## config.mk

```make
export PLATFORM = sky130hd
export DESIGN_NAME = special_60s_timer
export DESIGN_NICKNAME = d
export VERILOG_FILES = /design/src/rtl/rpsc_timer_pkg.sv /design/src/rtl/special_60s_timer.sv
export SDC_FILE = /design/constraint.sdc
export NUM_CORES = 1
export LEC_CHECK = 0
export CORE_AREA = 2 2 62 87
export DETAILED_ROUTE_END_ITERATION = 16
export DIE_AREA = 0 0 64 89
export GPL_TIMING_DRIVEN = 0
export PLACE_DENSITY_LB_ADDON = 0.1
export SETUP_SLACK_MARGIN = 0.2
export SLEW_MARGIN = 20
export SYNTH_ARGS = -nofsm -noshare
export SYNTH_HDL_FRONTEND = slang
export SYNTH_SLANG_ARGS = --single-unit
```

## constraint.sdc

```tcl
create_clock -name clk -period 1.8 [get_ports clk]
set_input_delay 0.27 -clock clk [delete_from_list [all_inputs] [get_ports clk]]
set_output_delay 0.27 -clock clk [all_outputs]
set_load 0.01 [all_outputs]
```

## src/rtl/rpsc_timer_pkg.sv

```systemverilog
// rpsc_timer_pkg: timing constants shared by the permit-timer blocks.
// Define RPSC_FAST_SIM_EN to shrink one "second" to 4 clocks. The timer then
// fires after 240 edges instead of 46,875,000.
// No ports.
package rpsc_timer_pkg;

  localparam int unsigned CLK_PERIOD_NS = 1280;

`ifdef RPSC_FAST_SIM_EN
  localparam logic [19:0] PRESCALE_1S = 20'd4;
`else
  // 1 s / 1.28 us per clock
  localparam logic [19:0] PRESCALE_1S = 20'd781250;
`endif

  localparam logic [5:0]  SECONDS_TARGET = 6'd60;

  // 4 s at 1.28 us, used as a timed_delay target
  localparam logic [21:0] T4S_CYCLES = 22'd3125000;

endpackage

```

## src/rtl/special_60s_timer.sv

```systemverilog
// special_60s_timer: asserts hit_target once in has been continuously high
// for 60 s. A 20-bit prescaler produces a one-second tick, and a 6-bit
// seconds counter saturates at 60. Any low cycle on in restarts the interval.
// Build option: RPSC_FAST_SIM_EN (see rpsc_timer_pkg) shortens the prescale.
// Ports:
//   clk        - rising-edge clock, nominal 1.28 us
//   reset      - asynchronous active-high reset, clears all counters
//   in         - qualifying level (typically the 4 s delayed permit)
//   hit_target - combinational: in AND (seconds == 60)
module special_60s_timer
  import rpsc_timer_pkg::*;
(
  input  logic clk,
  input  logic reset,
  input  logic in,
  output logic hit_target
);

  logic [19:0] prescale_count;
  logic [5:0]  seconds;
  logic        saturated;
  logic        sec_tick;

  assign saturated = (seconds == SECONDS_TARGET);
  // The tick fires on the edge where the prescaler wraps. It is suppressed
  // once saturated, which freezes the prescaler.
  assign sec_tick  = in && !saturated && (prescale_count == (PRESCALE_1S - 20'd1));

  // Prescaler and seconds counter; in low discards any partial time
  always_ff @(posedge clk or posedge reset) begin
    if (reset) begin
      prescale_count <= 20'd0;
      seconds        <= 6'd0;
    end else if (!in) begin
      prescale_count <= 20'd0;
      seconds        <= 6'd0;
    end else if (!saturated) begin
      if (sec_tick) begin
        prescale_count <= 20'd0;
        seconds        <= seconds + 6'd1;
      end else begin
        prescale_count <= prescale_count + 20'd1;
        seconds        <= seconds;
      end
    end else begin
      prescale_count <= prescale_count;
      seconds        <= seconds;
    end
  end

  assign hit_target = in && saturated;

endmodule

```

==> metrics.yaml <==
drt:
  viasPerCell: 4.78
  routedWlPerCell_um: 13.7
  drcViolationCount: 0
  first_iter_violations: 43
  vias: 1110
  ant_nets: 0
  postRouteWirelength_um: 3190
  drt_pass1_iterations: 4
global_routing:
  use_met1_pct: 13.8
  grt_usage_pct: 12.5
  grt_first_pass_wirelength_um: 5600
  grt_max_degree: 27
  met2_usage_pct: 24.5
  use_met3_pct: 1.13
  gr-total-overflow: 0
  grt_pass1_vias: 1156
  grt-busiest-layer: "met2"
  antenna_found_initial: 0
final_layout:
  finalInstanceArea_sq_um: 1760
  final_common_cell: "dfrtp_1"
  diodes: 0
  fill_cells: 505
  drive_gt1_share_pct: 23.8
  syn2layout_area_growth_pct: 22.4
  stdcell_count: 232
  layout_common_cells: "26 x dfrtp_1, 25 x nor2_1, 17 x xor2_1"
  nets: 177
clock_network:
  insertion_delay_ps: 270
  hold_buffers: 0
  h-tree-depth: 1
  cts_buffers: 3
  cts_buffer_depth: 2
  cts_root_buffer: "clkbuf_8"
  cts.clk_slew.worst_paths_ps: 90
  clock-sinks: 26
  cts_tree: "built"
timing:
  fin_skew_ps: 1.75
  finalSetupViolCount: 24
  slew_headroom_pct: 62.5
  fin_ws_ps: -157
  max_freq_mhz: 511
  final_hold_viol_count: 0
  grt_setup_unrepaired: "yes"
  worst_slew_pin_slew_ps: 562
  period_share_pct: 109
  hold_ws_ps: 360
  timing.final.max_slew_violations: 0
  fin_crit_ps: 1960
yosys:
  syn_area_per_cell_sq_um: 9.58
  ys_seq_area_share_pct: 45.3
  ys_async_sr_fraction_pct: 100
  synth_top_cell_by_area: "dfrtp_1"
  synth_warnings: 0
  netlist.area_leader.share_pct: 45.3
  syn-cell-area_sq_um: 1440
  yosys_register_bits: 26
  yosys.cell_types.count: 31
  synth_edf_count: 0
  synth-main-ff-cell: "dfrtp_1"
  yosys-top-cells-area: "dfrtp_1 45%, xor2_1 10%, nor2_1 7.3%, nand4_1 5.7%, nand3_1 3.8%"
  syn-instance-count: 150
  synth_nets: 157
critical_path:
  crit_required_ps: 1970
  rrSetupSlack_ps: -160
  cp.arrival_ps: 2120
  r2r-start: "prescale_count[18]$_DFFE_PP0N_"
  rr_worst_depth: 8
  worst-path-max-fanout: 10
  cp-start-kind: "flop"
  critical_path_class: "reg -> reg"
  regToRegEndpoint: "prescale_count[0]$_DFFE_PP0N_"
  end_kind: "flop"
worst_hold_path:
  hp-class: "in -> async"
power:
  comb_power_share_pct: 7.5
  static-leakage-power_nw: 0.752
  powerDensity_nw_per_um2: 572
  seq_power_share_pct: 59.2
  clockPowerShare_pct: 33.3
  ir_worst_vdd_v: 0.000312
  cellInternalPower_uw: 769
  switchingPower_uw: 236
  p_sw_share_pct: 23.5
placed_design:
  place_congestion: 0.671
  io_buffers: 3
  placed_cell_area_sq_um: 1550
  dp_hpwl_um: 2120
  dp.cells: 217
  dp_slack_ps: -515
outcome:
  violations: "negative setup slack"
  run_status: "finished with violations"
floorplan:
  initial_core_util_pct: 29.7
  rows: 30
  die_h_um: 89
  die_w_um: 64
  coreArea_sq_um: 4840
  fp.dieArea_sq_um: 5700
  ios: 4
flow_run:
  timing.max_cap.violations: 0
-- metal layers --
metal,up-vias,routed length [um],share of wire [%]
met4,0,40,1.3
met5,-,0,0
met3,4,65,2.0
met1,544,1260,39
li1,545,-,-
met2,17,1830,57
-- kinds of logic (layout without fill, tap and decap cells) --
| family | count (synthesis) | count (layout) | synth area share, % |
|---|---|---|---|
| AO/OA/AOI/OAI | 8 | 8 | 3.83 |
| XOR/XNOR | 20 | 20 | 12.2 |
| adder cells (fa/ha/maj) | 4 | 4 | 3.48 |
| buffers and inverters | 13 | 31 | 5.83 |
| flip-flops | 26 | 26 | 45.3 |
| multiplexers | 2 | 2 | 1.39 |
| AND/OR/NAND/NOR | 77 | 77 | 28.0 |
-- state kept, by name, summed over array words and instances (netlist names) --
name and cells:
seconds 6, prescale_count 20
-- synth_stat cells, types with 2 or more instances --
library cell,instances
clkbuf_1,3
a21oi_1,4
nand4_1,13
inv_1,7
ha_1,4
nand3_1,11
nand2b_1,2
mux2i_1,2
xnor2_1,3
xor2_1,17
nand2_1,7
dfrtp_1,26
nor2_1,28
and3_1,4
and2_1,3
-- area by class of cell --
cell class	count	area, sq um	area share [%]
inverter	7	26.3	1.49
sequential	26	651	37.0
multi-input combinational	111	785	44.6
clock buffer	3	41.3	2.35
timing repair buffer	15	118	6.69
tap	64	80.1	4.55
buffer	6	58.8	3.34
-- repair_timing --
item / in CTS / in global routing
pin swaps: 4 / 11
buffers inserted: 8 / 4
setup endpoints to repair: 27 / 27
gates resized for setup: 10 / 15
-- critical path, cell delays in order, from the launching register on --
cell and delay, ps:
dfrtp_1 410, or4_4 550, nor4_4 160, and3_4 220, buf_6 100, nand2b_4 120
buf_8 120, buf_12 120, nor2_1 40
-- power by group through the flow --
stage          Clock [mW]  Sequential (mW)  Combinational (mW)
6_report            0.335            0.595              0.0752
4_1_cts             0.350            0.595              0.0759
2_1_floorplan           0            0.605              0.0464
3_5_place_dp            0            0.607              0.0677
5_1_grt             0.370            0.596              0.0865
3_3_place_gp            0            0.607              0.0676
-- worst max-delay path by stage --
| stage | start | end | depth (start not counted) |
|---|---|---|---|
| after floorplan | prescale_count[3]$_DFFE_PP0N_ | prescale_count[0]$_DFFE_PP0N_ | 8 |
| after global placement | in | prescale_count[11]$_DFFE_PP0N_ | 6 |
| after detailed placement | in | prescale_count[19]$_DFFE_PP0N_ | 6 |
| after CTS | prescale_count[3]$_DFFE_PP0N_ | prescale_count[0]$_DFFE_PP0N_ | 8 |
| after global routing | prescale_count[18]$_DFFE_PP0N_ | prescale_count[0]$_DFFE_PP0N_ | 8 |
| final | prescale_count[18]$_DFFE_PP0N_ | prescale_count[0]$_DFFE_PP0N_ | 8 |
-- per-stage QoR --
stage / util [%] / TNS [ps] / total power [mW]
2_1_floorplan: - / -804 / 0.652
3_3_place_gp: 32.0 / -7440 / 0.674
3_5_place_dp: 32.0 / -7390 / 0.675
4_1_cts: 34.6 / -5900 / 1.02
5_1_grt: 36.3 / -4800 / 1.05
6_report: 36.3 / -2870 / 1.01
No activity file was read; power rests on OpenSTA's default activity.
